<file path="config.mk">
export PLATFORM = sky130hd
export DESIGN_NAME = multiword_addsub_sequencer
export DESIGN_NICKNAME = d
export VERILOG_FILES = /design/src/rtl/int_arith_pkg.sv /design/src/rtl/adder_subtractor.sv /design/src/rtl/multiword_addsub_sequencer.sv
export SDC_FILE = /design/constraint.sdc
export NUM_CORES = 1
export LEC_CHECK = 0
export BUFFER_PORTS_ARGS = -buffer_cell sky130_fd_sc_hd__buf_2
export CELL_PAD_IN_SITES_DETAIL_PLACEMENT = 0
export CELL_PAD_IN_SITES_GLOBAL_PLACEMENT = 1
export CORE_ASPECT_RATIO = 0.9
export CORE_MARGIN = 4
export CORE_UTILIZATION = 45
export CTS_CLUSTER_SIZE = 10
export DETAILED_ROUTE_END_ITERATION = 10
export PLACE_DENSITY_LB_ADDON = 0.3
export SETUP_SLACK_MARGIN = 0.2
export SLEW_MARGIN = 20
export SYNTH_ARGS = -nofsm -noshare
export SYNTH_HDL_FRONTEND = slang
export SYNTH_SLANG_ARGS = --single-unit
</file>
<file path="constraint.sdc">
create_clock -name clk -period 5.4 [get_ports clk]
set_input_delay 0.54 -clock clk [delete_from_list [all_inputs] [get_ports clk]]
set_output_delay 0.54 -clock clk [all_outputs]
set_load 0.02 [all_outputs]
</file>
<file path="src/rtl/int_arith_pkg.sv">
// Shared definitions for the multi-word integer add/subtract datapath:
// sequencer state encoding, operation mode codes and the signed-overflow rule.
package int_arith_pkg;

    typedef enum logic [1:0] {
        ST_IDLE   = 2'd0,
        ST_ACTIVE = 2'd1,
        ST_DRAIN  = 2'd2
    } seq_state_e;

    localparam logic MODE_ADD = 1'b0;
    localparam logic MODE_SUB = 1'b1;

    // Signed overflow of a two's-complement add/subtract, judged from the sign
    // bits of the most significant operand words and of the result word.
    function automatic logic word_overflow(input logic mode,
                                           input logic a_msb,
                                           input logic b_msb,
                                           input logic s_msb);
        logic ovf;
        if (mode == MODE_SUB) begin
            ovf = (a_msb != b_msb) && (s_msb != a_msb);
        end else begin
            ovf = (a_msb == b_msb) && (s_msb != a_msb);
        end
        return ovf;
    endfunction

endpackage

</file>
<file path="src/rtl/adder_subtractor.sv">
// Single-word adder/subtractor. In add mode carry_in is a carry and carry_out
// the carry out of the top bit; in subtract mode both are borrows.
module adder_subtractor
    import int_arith_pkg::*;
#(
    parameter int DATA_WIDTH = 16
) (
    input  logic [DATA_WIDTH-1:0] a,
    input  logic [DATA_WIDTH-1:0] b,
    input  logic                  sub,
    input  logic                  carry_in,
    output logic [DATA_WIDTH-1:0] result,
    output logic                  carry_out
);

    logic [DATA_WIDTH:0] wide;

    // One extra bit captures the carry, or the borrow as a wrapped negative value.
    always_comb begin
        wide = '0;
        if (sub == MODE_SUB) begin
            wide = {1'b0, a} - {1'b0, b} - {{DATA_WIDTH{1'b0}}, carry_in};
        end else begin
            wide = {1'b0, a} + {1'b0, b} + {{DATA_WIDTH{1'b0}}, carry_in};
        end
    end

    assign result    = wide[DATA_WIDTH-1:0];
    assign carry_out = wide[DATA_WIDTH];

endmodule

</file>
<file path="src/rtl/multiword_addsub_sequencer.sv">
// Streams multi-word operands (LS word first) through one shared
// adder_subtractor, holding the inter-word carry/borrow in a register, and
// streams result words out behind a single output register.
module multiword_addsub_sequencer
    import int_arith_pkg::*;
#(
    parameter int DATA_WIDTH = 16,
    parameter int NUM_WORDS  = 4
) (
    input  logic                  clk,
    input  logic                  rst,
    input  logic                  start,
    input  logic                  mode,
    output logic                  busy,
    input  logic                  in_valid,
    output logic                  in_ready,
    input  logic [DATA_WIDTH-1:0] in_a,
    input  logic [DATA_WIDTH-1:0] in_b,
    output logic                  out_valid,
    input  logic                  out_ready,
    output logic [DATA_WIDTH-1:0] out_word,
    output logic                  out_last,
    output logic                  carry_out,
    output logic                  overflow
);

    localparam int IDX_W = (NUM_WORDS > 1) ? $clog2(NUM_WORDS) : 1;
    localparam logic [IDX_W-1:0] LAST_IDX = IDX_W'(NUM_WORDS - 1);

    seq_state_e            state_q, state_d;
    logic                  mode_q, mode_d;
    logic                  carry_q, carry_d;
    logic [IDX_W-1:0]      idx_q, idx_d;
    logic [DATA_WIDTH-1:0] out_word_q, out_word_d;
    logic                  out_valid_q, out_valid_d;
    logic                  out_last_q, out_last_d;
    logic                  carry_out_q, carry_out_d;
    logic                  overflow_q, overflow_d;

    logic [DATA_WIDTH-1:0] word_sum;
    logic                  word_carry;
    logic                  accept;
    logic                  drain;
    logic                  is_last;

    adder_subtractor #(
        .DATA_WIDTH (DATA_WIDTH)
    ) u_addsub (
        .a         (in_a),
        .b         (in_b),
        .sub       (mode_q),
        .carry_in  (carry_q),
        .result    (word_sum),
        .carry_out (word_carry)
    );

    // A new word may enter whenever the single output slot is empty or emptying.
    assign in_ready = (state_q == ST_ACTIVE) && (!out_valid_q || out_ready);
    assign accept   = in_valid && in_ready;
    assign drain    = out_valid_q && out_ready;
    assign is_last  = (idx_q == LAST_IDX);

    assign busy      = (state_q != ST_IDLE);
    assign out_valid = out_valid_q;
    assign out_word  = out_word_q;
    assign out_last  = out_last_q;
    assign carry_out = carry_out_q;
    assign overflow  = overflow_q;

    // Next-state and datapath update for the IDLE -> ACTIVE -> DRAIN sequence.
    always_comb begin
        state_d     = state_q;
        mode_d      = mode_q;
        carry_d     = carry_q;
        idx_d       = idx_q;
        out_word_d  = out_word_q;
        out_valid_d = out_valid_q;
        out_last_d  = out_last_q;
        carry_out_d = carry_out_q;
        overflow_d  = overflow_q;

        unique case (state_q)
            ST_IDLE: begin
                if (start) begin
                    mode_d  = mode;
                    carry_d = 1'b0;
                    idx_d   = '0;
                    state_d = ST_ACTIVE;
                end
            end
            ST_ACTIVE: begin
                if (drain) begin
                    out_valid_d = 1'b0;
                end
                if (accept) begin
                    out_word_d  = word_sum;
                    out_valid_d = 1'b1;
                    carry_d     = word_carry;
                    if (is_last) begin
                        // Counter stays put on the last word so it never wraps.
                        out_last_d  = 1'b1;
                        carry_out_d = word_carry;
                        overflow_d  = word_overflow(mode_q, in_a[DATA_WIDTH-1],
                                                    in_b[DATA_WIDTH-1],
                                                    word_sum[DATA_WIDTH-1]);
                        state_d     = ST_DRAIN;
                    end else begin
                        idx_d = idx_q + 1'b1;
                    end
                end
            end
            ST_DRAIN: begin
                if (drain && out_last_q) begin
                    out_valid_d = 1'b0;
                    out_last_d  = 1'b0;
                    state_d     = ST_IDLE;
                end
            end
            default: begin
                state_d = ST_IDLE;
            end
        endcase
    end

    // State, counter, carry and output registers; reset aborts any operation.
    always_ff @(posedge clk or posedge rst) begin
        if (rst) begin
            state_q     <= ST_IDLE;
            mode_q      <= MODE_ADD;
            carry_q     <= 1'b0;
            idx_q       <= '0;
            out_word_q  <= '0;
            out_valid_q <= 1'b0;
            out_last_q  <= 1'b0;
            carry_out_q <= 1'b0;
            overflow_q  <= 1'b0;
        end else begin
            state_q     <= state_d;
            mode_q      <= mode_d;
            carry_q     <= carry_d;
            idx_q       <= idx_d;
            out_word_q  <= out_word_d;
            out_valid_q <= out_valid_d;
            out_last_q  <= out_last_d;
            carry_out_q <= carry_out_d;
            overflow_q  <= overflow_d;
        end
    end

endmodule

</file>
=== After elaboration in Yosys (flattened, before gate mapping) ===
Cells that the tools add are included.
Widths: inputs -> output; s select.

* Flip-flop bits (word level): 26
* Bits of input ports: 38
* Output and inout port bits: 22
* Word-level logic and storage cells: 67

* Add/subtract/negate cells: 5
* Eq/ne operators: 12
* Muxes and demuxes: 21
* Reduce and logical (&&, ||, !) cells: 20

{| class="wikitable"
|+ Operator list
! cell !! count
|-
| $add 16x16->17 || 1
|-
| $add 17x1->17 || 1
|-
| $mux 17 || 1
|-
| $sub 16x16->17 || 1
|-
| $sub 17x1->17 || 1
|-
| $mux 2 || 7
|-
| $reduce_and 4->1 || 3
|-
| $ne 2x2->1 const B || 5
|-
| $reduce_and 3->1 || 3
|-
| $mux 1 || 8
|-
| $logic_and 1x1->1 || 6
|-
| $pmux 1 s2 || 3
|-
| $pmux 2 s3 || 1
|-
| $reduce_bool 2->1 || 3
|-
| $eq 2x2->1 const B || 2
|-
| $pmux 2 s2 || 1
|-
| $reduce_and 2->1 || 2
|-
| $ne 3x3->1 const B || 1
|-
| $add 2x1->2 const B || 1
|-
| $eq 2x1->1 const B || 1
|-
| $logic_not 2->1 || 1
|-
| $ne 1x1->1 || 2
|-
| $eq 1x1->1 || 1
|-
| $logic_not 1->1 || 1
|-
| $logic_or 1x1->1 || 1
|}

=== Longest topological paths before layout ===
Gate-level depths: netlist (run 1).

* Depth in word-level cells: 6
* Gate-level depth with buffers: 12
* Gate-level depth less buffers: 12

=== Modules after synthesis ===
Synthesis (run 1) repeated with hierarchy kept, for this count alone.

* Cell total of the unflattened synthesis: 370
* Area total of the unflattened synthesis: 3201.8 um^2

{| class="wikitable"
|+ By module, submodules not included
! module !! times used !! cells each !! area an instance (um^2) !! seq. area each (um^2)
|-
| adder_subtractor || 1 || 287 || 2068.2 || 0.0
|-
| multiword_addsub_sequencer || 1 || 83 || 1133.6 || 650.6
|}

=== Worst setup path before layout (run 1) ===
No wires, ideal clock.

* Kind: input to register
* Start point: input in_a[4]
* End point: register overflow_q, in the netlist overflow
* Setup time: 0.126 ns
* Arrival time: 2.753 ns
* Required time: 5.274 ns
* Slack: 2.520 ns
* Stages: 11
* Buffers on the path: 0
* Cell sequence: inv_1 -> ha_1 -> inv_1 -> ha_1 -> a21o_1 -> o31ai_1 -> o21ai_1 -> o22a_1 -> xor2_1 -> xnor2_1 -> a221o_1

* Word-level cells in the longest chain between the ends: 6
* Elaborated cells on any way between the ends: 9
* Classes of those cells: 4 x add/sub; 1 x eq/ne; 2 x mux; 2 x reduce/logical

{| class="wikitable"
|+ RTL lines
! item !! line !! text
|-
| from (decl) || multiword_addsub_sequencer.sv:17 || <nowiki>input logic [DATA_WIDTH-1:0] in_a,</nowiki>
|-
| $add 16x16->17 or $sub 16x16->17 (tied branches) || adder_subtractor.sv:24, adder_subtractor.sv:22 ||
|-
| $add 17x1->17 or $sub 17x1->17 (tied branches) || adder_subtractor.sv:24, adder_subtractor.sv:22 ||
|-
| $mux 17 (*) || adder_subtractor.sv:21 || <nowiki>if (sub == MODE_SUB) begin</nowiki>
|-
| $ne 1x1->1 (*) || int_arith_pkg.sv:22, int_arith_pkg.sv:24 ||
|-
| $logic_and 1x1->1 (on tied branches) || int_arith_pkg.sv:24, int_arith_pkg.sv:22 ||
|-
| $mux 1 (*) || int_arith_pkg.sv:21 || <nowiki>if (mode == MODE_SUB) begin</nowiki>
|-
| to (signal assigned) || multiword_addsub_sequencer.sv:146 || <nowiki>overflow_q <= overflow_d;</nowiki>
|-
| to (decl) || multiword_addsub_sequencer.sv:38 || <nowiki>logic overflow_q, overflow_d;</nowiki>
|}

Every way passes the cells marked *; elsewhere a longest branch is shown, timed or not.
A chain may end at the register's enable or synchronous reset.

=== Worst setup path in the final report (run 1) ===
Same ends and word-level chain as after synthesis.

==> impl_summary.txt, run 1 <==
----------------------------------------------------
[Outcome]
  Outcome ... complete, no violations

[Synthesis]
  Number of enable-type register cells in the synthesized netlist ... 0
  Simple-gate share of the synthesized area ... 0.138
  Adder-cell share of the synthesized area ... 0.216
  Async S/R FF share, synth ... 1.00
  Combinational family with the most area after synthesis ... compound AO/OA/AOI/OAI gates
  #FFs+latches synth ... 26
  Number of instances in the synthesized netlist ... 384
  Yosys warning count ... 0
  Area fraction in compound gates after synthesis ... 0.247
  Share of the yosys chip area belonging to registers ... 0.214
  Top FF cell, synth ... sky130_fd_sc_hd__dfrtp_1
  Xor/xnor cell area share of the yosys netlist ... 0.0779
  Distinct cell type count after synthesis ... 54
  Mux share of post-synthesis cell area ... 0.0173
  Post-Syn Nets ... 472
  Average footprint of a synthesized cell ... 7.90 µm²
  Area of the mapped netlist ... 3030 µm²

[Floorplanning]
  Die width ... 94.6 µm
  Starting utilization of the core area ... 0.463
  Placeable core region ... 6550 µm²
  # IOs ... 60
  FP Rows ... 28
  Chip height ... 85.9 µm
  Area of the die ... 8120 µm²

[CTS]
  Clock insertion delay at the later pin of the skew report ... 0.27 ns
  Number of levels in the clock H-tree ... 1
  Buffer levels on the longest clock path ... 2
  Number of buffers added to fix hold violations after cts ... 0
  Clock input transition at the sequential cells of the worst setup and hold paths ... 0.09 ns
  Total CTS buffers ... 3
  CTS tree ... built
  CTS Sinks ... 26
  Cts repair resizes ... 0
  Clock root buffer master ... sky130_fd_sc_hd__clkbuf_8
  Total setup buffers inserted after CTS ... 0

[Worst setup path]
  Crit path from ... in_a[4]
  Highest net fanout along the worst path ... 5
  Critical path's largest stage delay ... 0.38 ns
  Depth of the most critical reg-to-reg path ... 11
  Reg2Reg Capture Point ... carry_q
  Total stage count of the critical path ... 12
  Bufs and invs on worst path ... 3
  Critical path startpoint category ... primary input
  Cell with the largest stage delay on the worst path ... sky130_fd_sc_hd__o31ai_1
  Sort of element at the end of the critical path ... flop
  Critical R2R Launch ... carry_q
  Crit path cell chain ... buf_2 -> inv_1 -> ha_1 -> inv_1 -> ha_1 -> a21o_1 -> o31ai_1 -> o21ai_1 -> o22a_1 -> xor2_1 -> xnor2_1 -> a221o_1
  Data arrival, critical path ... 3.11 ns
  Flop2flop setup slack ... 2.47 ns
  Category of cells accounting for the largest share of critical-path delay ... compound AO/OA/AOI/OAI gates
  Critical path type ... primary input to flop
  Required time worst endpoint ... 5.55 ns

[Timing]
  Normalized max-slew margin ... 0.355
  Number of pins exceeding their max-slew limit in the final report ... 0
  Summed negative setup slack over all endpoints ... 0 ns
  Pin slew with the least headroom to its limit ... 0.965 ns
  Share of the clock period used by the worst path after layout ... 0.548
  Post-route minimum period ... 2.96 ns
  RSZ-0062 raised after global routing ... no
  Hold Fails Final Rpt ... 0
  Setup ws final ... 2.44 ns
  Setup-failing EPs final ... 0
  Highest clock rate ... 338 MHz
  Skew final ... 0.00725 ns

[Routing]
  Post-route DRC ... 0
  Count of antenna-violating nets left after detailed routing ... 0
  Total vias in the final route ... 2695
  Detailed-route wire length per cell ... 12.7 µm
  Routed WL ... 6.75 mm
  Detailed Route Iter0 Violations ... 81
  DR pass1 iterations ... 4
  Average vias per placed instance ... 5.08

[Layout]
  Area growth syn-to-layout ... 15.1%
  Ratio of cells with drive above 1 in the final layout ... 0.170
  Total Nets Final ... 529
  Final design instance area without fill ... 3490 µm²
  Antenna Cells ... 0

[Global route]
  Antenna violations before repair ... 0
  All-Layer GR Usage ... 0.167
  Pin count of the biggest net entering global routing ... 31
  Number of global-route vias before repair ... 2461
  First-pass GRT wire length ... 11.2 mm
  Total gr overflow ... 0

[Placement]
  Pre-CTS setup slack ... 2.16 ns
  Cell area after placement ... 3420 µm²
  Number of buffer cells added on primary ports ... 59
  Total half-perimeter wirelength after legalization and detailed placement ... 5.64 mm
  Routability Congestion ... 0.859

[Min path]
  Worst min-delay path category ... primary input to async pin

[Power and ir drop]
  Peak VDD IR ... 0.123 mV
  Static power due to leakage ... 0.00182 µW
  Pwr Density ... 183 nW/µm²

[Run]
  Maximum capacitance violations ... 0

----------------------------------------------------
-- logic make-up (layout without fill, tap and decap cells) --
| logic type | after synthesis | count (layout) |
|---|---|---|
| adder cells (fa/ha/maj) | 50 | 50 |
| flip-flops | 26 | 26 |
| buffers and inverters | 72 | 128 |
| multiplexers | 5 | 5 |
| AND/OR/NAND/NOR | 91 | 91 |
| AO/OA/AOI/OAI | 113 | 113 |
| XOR/XNOR | 27 | 27 |
-- worst reg2reg max path, stage by stage (launching register included) --
cell and delay [ns]:
sky130_fd_sc_hd__dfrtp_1 0.43, sky130_fd_sc_hd__inv_1 0.15, sky130_fd_sc_hd__fa_1 0.21, sky130_fd_sc_hd__inv_1 0.05, sky130_fd_sc_hd__fa_1 0.36, sky130_fd_sc_hd__nor2b_1 0.15
sky130_fd_sc_hd__o21ai_0 0.35, sky130_fd_sc_hd__a21oi_1 0.18, sky130_fd_sc_hd__o211ai_1 0.27, sky130_fd_sc_hd__a31oi_1 0.19, sky130_fd_sc_hd__o41ai_2 0.33, sky130_fd_sc_hd__o32ai_2 0.12
-- sequential cells by signal, summed over array words and instances, names as in the netlist --
signal and count:
state_q 2, overflow 1, out_last 1, idx_q 2, carry_q 1, mode_q 1
out_word 16, carry_out 1, out_valid 1
-- metal layers --
layer	track usage	vias to the layer above	wire, µm
li1	-	1418	-
met5	0	-	0
met3	0.0202	6	317
met4	0.0301	0	80
met1	0.238	1215	3310
met2	0.275	56	3040
-- Yosys cell counts (all sizes together) (4+ instances only) --
library cell,count,share of area
clkbuf,8,0.0099
xnor2,21,0.061
a31oi,4,0.0082
o21a,5,0.012
o21ai,37,0.062
a21o,5,0.012
dfrtp,26,0.21
a21oi,31,0.051
nand2b,7,0.014
xor2,6,0.017
nand3,5,0.0082
fa,4,0.026
nor2,23,0.028
inv,63,0.078
nor3,6,0.0099
nand2,35,0.043
ha,46,0.19
o31ai,5,0.012
-- cell usage in the layout (no fill, tap or decap), types with 2 or more instances in the layout --
cell type / netlist / layout
sky130_fd_sc_hd__a21o_1: 5 / 5
sky130_fd_sc_hd__a21oi_1: 31 / 31
sky130_fd_sc_hd__a22o_1: 3 / 3
sky130_fd_sc_hd__a31oi_1: 4 / 4
sky130_fd_sc_hd__a32o_1: 2 / 2
sky130_fd_sc_hd__and3_1: 2 / 2
sky130_fd_sc_hd__buf_2: 0 / 59
sky130_fd_sc_hd__clkbuf_8: 0 / 3
sky130_fd_sc_hd__dfrtp_1: 26 / 26
sky130_fd_sc_hd__fa_1: 4 / 4
sky130_fd_sc_hd__ha_1: 46 / 46
sky130_fd_sc_hd__inv_1: 63 / 63
sky130_fd_sc_hd__mux2_2: 2 / 2
sky130_fd_sc_hd__mux2i_1: 3 / 3
sky130_fd_sc_hd__nand2_1: 35 / 35
sky130_fd_sc_hd__nand2b_1: 7 / 7
sky130_fd_sc_hd__nand3_1: 5 / 5
sky130_fd_sc_hd__nor2_1: 23 / 23
sky130_fd_sc_hd__nor2b_1: 2 / 2
sky130_fd_sc_hd__nor3_1: 6 / 6
sky130_fd_sc_hd__nor4_1: 3 / 3
sky130_fd_sc_hd__o21a_1: 5 / 5
sky130_fd_sc_hd__o21ai_0: 35 / 35
sky130_fd_sc_hd__o311ai_0: 3 / 3
sky130_fd_sc_hd__o31ai_1: 5 / 5
sky130_fd_sc_hd__o41ai_1: 2 / 2
sky130_fd_sc_hd__xnor2_1: 21 / 21
sky130_fd_sc_hd__xor2_1: 6 / 6
-- stage by stage --
step | power (µW) | cells | util | hold WS (ns)
finish | 640 | 530 | 0.533 | 0.468
global route | 689 | 530 | 0.533 | 0.497
floorplan | 418 | 384 | - | 0.470
CTS | 644 | 530 | 0.533 | 0.491
global placement | 482 | 526 | 0.522 | 0.461
detailed placement | 484 | 526 | 0.522 | 0.469
-- report_power, final --
group          leakage, µW  internal [µW]  switching (µW)
Combinational      0.00143            125             159
Sequential        0.000356            195           0.455
Clock            0.0000357           99.1            60.6
Total              0.00182            419             220
-- layout make-up --
class | count | area (µm²)
multi-input cells | 286 | 2110
inverters | 64 | 240
flip-flops and latches | 26 | 651
clock buffers | 3 | 41.3
fillers | 672 | 3060
clock inverters | 1 | 30.0
repair buffers | 60 | 303
well taps | 90 | 113
-- how the worst max path moves through the flow --
stage                     endpoint  slack, ns
after global routing       carry_q       2.23
after detailed placement  overflow       2.16
after global placement    overflow       2.19
after floorplan           overflow       2.52
after CTS                  carry_q       2.42
final                     overflow       2.44
(Power assumes the default switching activity.)
==> run 2, diff against run 1 <==
--- a/config.mk
+++ b/config.mk
@@ -5,12 +5,13 @@
 export SDC_FILE = /design/constraint.sdc
 export NUM_CORES = 1
 export LEC_CHECK = 0
+export ABC_AREA = 1
 export BUFFER_PORTS_ARGS = -buffer_cell sky130_fd_sc_hd__buf_2
 export CELL_PAD_IN_SITES_DETAIL_PLACEMENT = 0
 export CELL_PAD_IN_SITES_GLOBAL_PLACEMENT = 1
 export CORE_ASPECT_RATIO = 0.9
 export CORE_MARGIN = 4
-export CORE_UTILIZATION = 45
+export CORE_UTILIZATION = 36
 export CTS_CLUSTER_SIZE = 10
 export DETAILED_ROUTE_END_ITERATION = 10
 export PLACE_DENSITY_LB_ADDON = 0.3
==> constraint.sdc (replaced) <==
create_clock -name clk -period 2.6 [get_ports clk]
set_input_delay 0.26 -clock clk [delete_from_list [all_inputs] [get_ports clk]]
set_output_delay 0.26 -clock clk [all_outputs]
set_load 0.02 [all_outputs]
==> run 2 against run 1 <==
Against the previous run:
- non-clock buffer count increased by 4
- core utilization down 9.7 points
- first-iteration DRC count increased by 51%
- area after synthesis grew 6.1%
- cell count rose by 28%
- synthesized cell count rose by 30%
- design area rose by 7.9%
- critical path type is now flop to flop
- critical endpoint unchanged
- largest cell class unchanged
- largest power group unchanged
==> impl_summary.txt, run 2 <==
----------------------------------------------------
[Outcome]
  Outcome ... complete, no violations

[Worst setup path]
  Critical path's most frequent cell ... sky130_fd_sc_hd__nand2_1
  Crit path cell chain ... fa_1 -> inv_1 -> ha_1 -> nand2_1 -> nand3_1 -> nand2_1 -> nand3_2 -> nand2_1 -> nand2_1 -> nand2_1 -> nand3_1 -> nand2_1 -> nand2_1 -> nand3_1 -> nand2_1
  Critical path's largest stage delay ... 0.45 ns (+0.07 ns)
  Reg2Reg Capture Point ... overflow
  Flop2flop setup slack ... 0.38 ns (-2.09 ns)
  Required time worst endpoint ... 2.78 ns (-2.77 ns)
  Depth of the most critical reg-to-reg path ... 15 (+4)
  Highest net fanout along the worst path ... 4 (-1)
  Cell with the largest stage delay on the worst path ... sky130_fd_sc_hd__dfrtp_2
  Bufs and invs on worst path ... 1 (-2)
  Critical path type ... flop to flop
  Category of cells accounting for the largest share of critical-path delay ... simple AND/OR/NAND/NOR gates
  Critical R2R Launch ... carry_q
  Critical path startpoint category ... flop
  Sort of element at the end of the critical path ... flop
  Data arrival, critical path ... 2.40 ns (-0.71 ns)

[Global route]
  Number of global-route vias before repair ... 3257 (+32%)
  Total gr overflow ... 0 (unchanged)
  Pin count of the biggest net entering global routing ... 27 (-13%)
  First-pass GRT wire length ... 14.7 mm (+31%)
  Antenna violations before repair ... 0 (unchanged)
  All-Layer GR Usage ... 0.166 (-0.00156)

[Power and ir drop]
  Sw frac ... 0.496 (+0.152)
  Internal Pwr Total ... 1470 µW (+250%)
  Relative contribution of sequential cells to total power ... 0.252 (-0.053)
  Peak VDD IR ... 0.446 mV (+260%)
  Combinational cell fraction of total power ... 0.631 (+0.186)
  Pwr Density ... 774 nW/µm² (+320%)
  Switching component of the power ... 1450 µW (+560%)
  Clock network fraction of design power ... 0.117 (-0.133)
  Static power due to leakage ... 0.00210 µW (+15%)

[Layout]
  Max reg flops ... 16 (unchanged)
  Area growth syn-to-layout ... 17.1%
  Final core utilization ... 0.436 (-0.0972)
  Most common cell after layout, fill and taps aside ... sky130_fd_sc_hd__nand2_1
  Antenna Cells ... 0 (unchanged)
  Total Nets Final ... 650 (+23%)
  Ratio of cells with drive above 1 in the final layout ... 0.169 (-0.00111)
  Non-filler cells, final ... 680 (+28%)
  Top library cells by usage in the layout, fill and taps aside ... sky130_fd_sc_hd__nand2_1, sky130_fd_sc_hd__inv_1, sky130_fd_sc_hd__buf_2

[Run]
  Maximum capacitance violations ... 0 (unchanged)

[CTS]
  CTS Sinks ... 26 (unchanged)
  Buffer levels on the longest clock path ... 2 (unchanged)
  Number of levels in the clock H-tree ... 1 (unchanged)
  Clock root buffer master ... sky130_fd_sc_hd__clkbuf_8
  CTS tree ... built
  Clock insertion delay at the later pin of the skew report ... 0.27 ns (about the same)
  Total CTS buffers ... 3 (unchanged)
  Clock input transition at the sequential cells of the worst setup and hold paths ... 0.10 ns (about the same)
  Number of buffers added to fix hold violations after cts ... 0 (unchanged)

[Synthesis]
  Most frequent cells after synthesis ... sky130_fd_sc_hd__nand2_1, sky130_fd_sc_hd__inv_1, sky130_fd_sc_hd__ha_1, sky130_fd_sc_hd__nand3_1, sky130_fd_sc_hd__a21oi_1
  Yosys warning count ... 0 (unchanged)
  Number of enable-type register cells in the synthesized netlist ... 0 (unchanged)
  Async S/R FF share, synth ... 1.00 (unchanged)
  Average footprint of a synthesized cell ... 6.45 µm² (-18%)
  Most common cell in the netlist ... sky130_fd_sc_hd__nand2_1
  Area of the mapped netlist ... 3220 µm² (+6.1%)
  Post-Syn Nets ... 587 (+24%)
  #FFs+latches synth ... 26 (unchanged)
  Distinct cell type count after synthesis ... 32 (-41%)
  Fraction of synthesized cell area taken by the top area cell type ... 0.202 (-0.0123)
  Top FF cell, synth ... sky130_fd_sc_hd__dfrtp_1
  Area leader, netlist ... sky130_fd_sc_hd__dfrtp_1
  Share of the yosys chip area belonging to registers ... 0.202 (-0.0123)
  Number of instances in the synthesized netlist ... 499 (+30%)
  Main area contributors after synthesis ... sky130_fd_sc_hd__dfrtp_1, sky130_fd_sc_hd__ha_1, sky130_fd_sc_hd__nand2_1

[Timing]
  Summed negative setup slack over all endpoints ... 0 ns (unchanged)
  RSZ-0062 raised after global routing ... yes
  Skew final ... 0.00596 ns (-0.00130 ns)
  Share of the clock period used by the worst path after layout ... 0.854
  Number of pins exceeding their max-slew limit in the final report ... 0 (unchanged)
  Pin slew with the least headroom to its limit ... 0.567 ns (-0.398 ns)
  Highest clock rate ... 450 MHz
  Post-route minimum period ... 2.22 ns
  Normalized max-slew margin ... 0.621 (+0.266)
  Hold Fails Final Rpt ... 0 (unchanged)
  Setup-failing EPs final ... 0 (unchanged)

[Min path]
  Worst min-delay path category ... primary input to async pin

[Floorplanning]
  Die width ... 108 µm (+14%)
  FP Rows ... 32 (+14%)
  Placeable core region ... 8650 µm² (+32%)
  Starting utilization of the core area ... 0.372 (-0.0910)
  # IOs ... 60 (unchanged)
  Area of the die ... 10500 µm² (+29%)
  Chip height ... 97.7 µm (+14%)

[Placement]
  Total half-perimeter wirelength after legalization and detailed placement ... 7.16 mm (+27%)
  Number of buffer cells added on primary ports ... 59 (unchanged)
  Routability Congestion ... 0.822 (-4.2%)
  Placed instance count ... 676 (+29%)

[Routing]
  Post-route DRC ... 0 (unchanged)
  Average vias per placed instance ... 4.84 (-4.8%)
  Count of antenna-violating nets left after detailed routing ... 0 (unchanged)
  Detailed Route Iter0 Violations ... 122 (+51%)
  Detailed-route wire length per cell ... 12.6 µm (-1.5%)
  Routed WL ... 8.54 mm (+26%)
  DR pass1 iterations ... 4 (unchanged)
  Total vias in the final route ... 3292 (+22%)

----------------------------------------------------
-- run 2: cell count changes after synthesis, moves of 4 or more --
cell	before	now
sky130_fd_sc_hd__a21oi_1	31	45
sky130_fd_sc_hd__clkbuf_1	8	4
sky130_fd_sc_hd__inv_1	63	76
sky130_fd_sc_hd__inv_2	0	13
sky130_fd_sc_hd__nand2_1	35	132
sky130_fd_sc_hd__nand2b_1	7	0
sky130_fd_sc_hd__nand3_1	5	46
sky130_fd_sc_hd__nor2_1	23	35
sky130_fd_sc_hd__o21ai_0	35	12
sky130_fd_sc_hd__o21ai_1	1	14
sky130_fd_sc_hd__o21bai_1	1	7
sky130_fd_sc_hd__o31ai_1	5	1
sky130_fd_sc_hd__xnor2_1	21	1
-- run 2: through the flow --
| step | hold slack (ns) | total power (µW) | instance area [µm²] | setup WS, ns |
|---|---|---|---|---|
| 4_1_cts | 0.0367 | 2930 | 3740 | 0.275 |
| 6_report | 0.0274 | 2920 | 3770 | 0.379 |
| 5_1_grt | 0.0616 | 3210 | 3770 | 0.169 |
| 2_1_floorplan | 0.300 | 2050 | 3220 | 0.592 |
| 3_5_place_dp | 0.339 | 2580 | 3670 | 0.263 |
| 3_3_place_gp | 0.335 | 2560 | 3670 | 0.236 |
-- run 2: final cells by class --
cell class	instances	area [µm²]
Sequential cell	26	652
Fill cell	978	4880
Timing Repair Buffer	64	333
Clock buffer	3	41.3
Multi-Input combinational cell	378	2230
Tap cell	119	149
Inverter	89	334
Clock inverter	1	30.0
-- run 2: what timing repair did --
action | CTS | global route
setup buffers | 0 | 0
gates resized for setup | 0 | 8
setup endpoints to repair | 0 | 10
-- run 2: logic make-up (layout without fill, tap and decap cells) --
| family | Yosys count | count (layout) | synth area share |
|---|---|---|---|
| xor gates and xnor gates | 5 | 5 | 0.0136 |
| adders and majority gates | 50 | 50 | 0.204 |
| buffers and inverters | 95 | 157 | 0.114 |
| and+or+nand+nor | 228 | 228 | 0.295 |
| AOI/OAI and AO/OA | 95 | 95 | 0.171 |
| DFF | 26 | 26 | 0.202 |
-- run 2: worst max-delay path by stage --
stage	from	cells past startpoint	endpoint
floorplan	in_a[0]	18	out_word[12]
global placement	in_a[9]	13	carry_out
detailed placement	in_a[9]	13	carry_out
CTS	carry_q	12	out_word[9]
global route	carry_q	17	out_word[12]
finish	carry_q	15	overflow
-- run 2: metal layers --
metal  GRT usage  part of all wire  up-vias
li1            -                 -     1729
met1       0.231              0.49     1497
met2       0.287              0.46       62
met3      0.0146             0.039        4
met4      0.0175            0.0049        0
met5           0                 0        -
-- run 2: worst min-delay path: cells and delay by family --
kind                   cells  cell delay, ns
buffers and inverters      3            0.45
-- run 2: power by group through the flow --
| stage | clock [µW] | sequential (µW) | combinational, µW |
|---|---|---|---|
| floorplan | 0 | 910 | 1140 |
| global placement | 0 | 739 | 1820 |
| detailed placement | 0 | 743 | 1840 |
| CTS | 347 | 738 | 1850 |
| global route | 368 | 765 | 2080 |
| finish | 341 | 735 | 1840 |
==> run 3, diff against run 2 <==
--- a/config.mk
+++ b/config.mk
@@ -6,7 +6,7 @@
 export NUM_CORES = 1
 export LEC_CHECK = 0
 export ABC_AREA = 1
-export BUFFER_PORTS_ARGS = -buffer_cell sky130_fd_sc_hd__buf_2
+export BUFFER_PORTS_ARGS = -buffer_cell sky130_fd_sc_hd__clkbuf_2
 export CELL_PAD_IN_SITES_DETAIL_PLACEMENT = 0
 export CELL_PAD_IN_SITES_GLOBAL_PLACEMENT = 1
 export CORE_ASPECT_RATIO = 0.9
==> constraint.sdc (replaced) <==
create_clock -name clk -period 1.9 [get_ports clk]
set_input_delay 0.19 -clock clk [delete_from_list [all_inputs] [get_ports clk]]
set_output_delay 0.19 -clock clk [all_outputs]
set_load 0.02 [all_outputs]
==> run 3 against run 2 <==
Against the previous run:
- the flow now finishes with violations (negative setup slack)
- power grew 56%
- clock power up 37%
- combinational power is 66% higher
- critical path depth did not move
- global-route usage up 1.7 points
- non-clock buffer count up 86
- sequential share of layout area shrank 3.3 points
- design area rose by 23%
- count of clock-buffer cells in the layout stayed put
- worst hold slack better by 0.13 ns
- flip-flop and latch count stayed put
- die area unchanged
- critical path type unchanged
- largest cell class unchanged
==> impl_summary.txt, run 3 (synthesis gave the netlist of run 2 again) <==
----------------------------------------------------
[Routing]
  Count of antenna-violating nets left after detailed routing ... 0 (unchanged)
  Detailed-route wire length per cell ... 12.4 µm (-1.6%)
  DR pass1 iterations ... 5 (+1)
  Post-route DRC ... 0 (unchanged)
  Total vias in the final route ... 3647 (+11%)
  Detailed Route Iter0 Violations ... 149 (+22%)
  Average vias per placed instance ... 4.76 (-1.7%)
  Routed WL ... 9.47 mm (+11%)

[CTS]
  Buffer levels on the longest clock path ... 2 (unchanged)
  Clock insertion delay at the later pin of the skew report ... 0.27 ns (about the same)
  Clock input transition at the sequential cells of the worst setup and hold paths ... 0.09 ns (about the same)
  CTS Sinks ... 26 (unchanged)
  CTS tree ... built
  Number of levels in the clock H-tree ... 1 (unchanged)
  Clock root buffer master ... sky130_fd_sc_hd__clkbuf_8
  Total CTS buffers ... 3 (unchanged)

[Outcome]
  Violated checks ... negative setup slack
  Outcome ... finished with violations

[Placement]
  Routability Congestion ... 0.870 (+5.8%)
  Total half-perimeter wirelength after legalization and detailed placement ... 7.87 mm (+9.9%)
  Pre-CTS setup slack ... -0.363 ns (-0.626 ns)
  Number of buffer cells added on primary ports ... 59 (unchanged)

[Global route]
  Number of global-route vias before repair ... 3607 (+11%)
  First-pass GRT wire length ... 16.1 mm (+9.8%)
  Pin count of the biggest net entering global routing ... 27 (unchanged)
  Antenna violations before repair ... 0 (unchanged)
  Total gr overflow ... 0 (unchanged)
  All-Layer GR Usage ... 0.183 (+0.0173)

[Timing]
  Skew final ... 0.00289 ns (-0.00307 ns)
  Normalized max-slew margin ... 0.634 (+0.0133)
  Summed negative setup slack over all endpoints ... -3.04 ns (-3.04 ns)
  Pin slew with the least headroom to its limit ... 0.548 ns (-0.0188 ns)
  RSZ-0062 raised after global routing ... yes
  Share of the clock period used by the worst path after layout ... 1.17 (+0.313)
  Post-route minimum period ... 2.22 ns (-0.00300 ns)
  Setup ws final ... -0.318 ns (-0.697 ns)
  Min Hold Slack ... 0.160 ns (+0.133 ns)
  Number of pins exceeding their max-slew limit in the final report ... 0 (unchanged)
  Setup-failing EPs final ... 14 (+14)
  Highest clock rate ... 451 MHz (+0.14%)
  Hold Fails Final Rpt ... 0 (unchanged)

[Floorplanning]
  Placeable core region ... 8650 µm² (unchanged)
  Chip height ... 97.7 µm (unchanged)
  Starting utilization of the core area ... 0.372 (unchanged)
  Area of the die ... 10500 µm² (unchanged)
  # IOs ... 60 (unchanged)
  FP Rows ... 32 (unchanged)
  Die width ... 108 µm (unchanged)

[Worst setup path]
  Crit path cell chain ... fa_2 -> inv_2 -> fa_2 -> inv_2 -> nand2_2 -> a21oi_4 -> buf_4 -> o21bai_2 -> nand3_1 -> nand2_1 -> nand2_1 -> nand3_1 -> o21ai_2 -> nand2_1 -> nand2_1
  Required time worst endpoint ... 2.07 ns (-0.71 ns)
  Depth of the most critical reg-to-reg path ... 15 (unchanged)
  Data arrival, critical path ... 2.39 ns (about the same)
  Total stage count of the critical path ... 15 (unchanged)
  Bufs and invs on worst path ... 3 (+2)
  Sort of element at the end of the critical path ... flop
  Critical path startpoint category ... flop
  Critical path's largest stage delay ... 0.46 ns (about the same)
  Critical path's most frequent cell ... sky130_fd_sc_hd__nand2_1
  Critical path type ... flop to flop
  Category of cells accounting for the largest share of critical-path delay ... adder cells
  Highest net fanout along the worst path ... 3 (-1)
  Cell with the largest stage delay on the worst path ... sky130_fd_sc_hd__dfrtp_2

[Power and ir drop]
  Static power due to leakage ... 0.00257 µW (+22%)
  Pwr Density ... 976 nW/µm² (+26%)
  Peak VDD IR ... 0.687 mV (+54%)
  Final Power ... 4530 µW (+56%)

[Run]
  Maximum capacitance violations ... 0 (unchanged)

[Layout]
  Area growth syn-to-layout ... 44.3%
  Total Nets Final ... 736 (+13%)
  Ratio of cells with drive above 1 in the final layout ... 0.346 (+0.177)
  Top library cells by usage in the layout, fill and taps aside ... sky130_fd_sc_hd__nand2_1, sky130_fd_sc_hd__buf_4, sky130_fd_sc_hd__inv_1
  Most common cell after layout, fill and taps aside ... sky130_fd_sc_hd__nand2_1
  Max reg flops ... 16 (unchanged)
  Antenna Cells ... 0 (unchanged)
  Total of fill cells in the finished design ... 918 (-6.1%)
  Final core utilization ... 0.537 (+0.101)

[Min path]
  Worst min-delay path category ... primary input to flop
  Number of cells on the worst hold path ... 3

----------------------------------------------------
-- run 3: timing repair --
item                                    in CTS  in global routing
pin swaps                                   19                 17
endpoints found under the setup margin      19                 20
hold endpoints to repair                    26                  0
hold buffers                                 1                  0
setup buffers                                3                  4
gates resized for setup                     37                 17
-- run 3: stage by stage --
stage,cells,area (µm²)
floorplan,499,3270
global placement,754,4300
detailed placement,754,4300
CTS,762,4540
global route,766,4640
finish,766,4640
-- run 3: cell type report --
| type | count | area [µm²] | area share |
|---|---|---|---|
| clock buffer | 3 | 41.3 | 0.00889 |
| clock inverter | 1 | 30.0 | 0.00647 |
| inverter | 89 | 334 | 0.0719 |
| multi-input combinational | 378 | 2450 | 0.527 |
| sequential | 26 | 652 | 0.140 |
| tap | 119 | 149 | 0.0321 |
| timing repair buffer | 150 | 988 | 0.213 |
-- run 3: worst register-to-register path, stage by stage (launching register included) --
cell and delay [ns]:
sky130_fd_sc_hd__dfrtp_2 0.46, sky130_fd_sc_hd__fa_2 0.37, sky130_fd_sc_hd__inv_2 0.10, sky130_fd_sc_hd__fa_2 0.22, sky130_fd_sc_hd__inv_2 0.04, sky130_fd_sc_hd__nand2_2 0.06, sky130_fd_sc_hd__a21oi_4 0.07, sky130_fd_sc_hd__buf_4 0.14
sky130_fd_sc_hd__o21bai_2 0.17, sky130_fd_sc_hd__nand3_1 0.12, sky130_fd_sc_hd__nand2_1 0.07, sky130_fd_sc_hd__nand2_1 0.05, sky130_fd_sc_hd__nand3_1 0.08, sky130_fd_sc_hd__o21ai_2 0.07, sky130_fd_sc_hd__nand2_1 0.06, sky130_fd_sc_hd__nand2_1 0.04
-- run 3: where the power goes --
part | leakage (µW) | internal, µW | switching, µW
Combinational | 0.00222 | 1240 | 1810
Sequential | 0.000306 | 825 | 196
Clock | 0.0000357 | 282 | 184
Total | 0.00257 | 2350 | 2190
-- run 3: layer usage --
metal | part of all wire | global-route usage | vias up
met5 | 0 | 0 | -
met4 | 0.015 | 0.0350 | 0
met3 | 0.031 | 0.0140 | 10
met2 | 0.50 | 0.333 | 60
met1 | 0.45 | 0.236 | 1671
li1 | - | - | 1906
-- run 3: worst paths after layout --
kind | start | end | slack [ns]
max | carry_q | out_word[14] | -0.32
max reg2reg | carry_q | out_word[14] | -0.32
min | mode | mode_q | 0.16
min reg2reg | out_word[3] | out_word[3] | 0.49
max in group asynchronous | rst | carry_q | 1.13
min in group asynchronous | rst | out_word[1] | 0.50
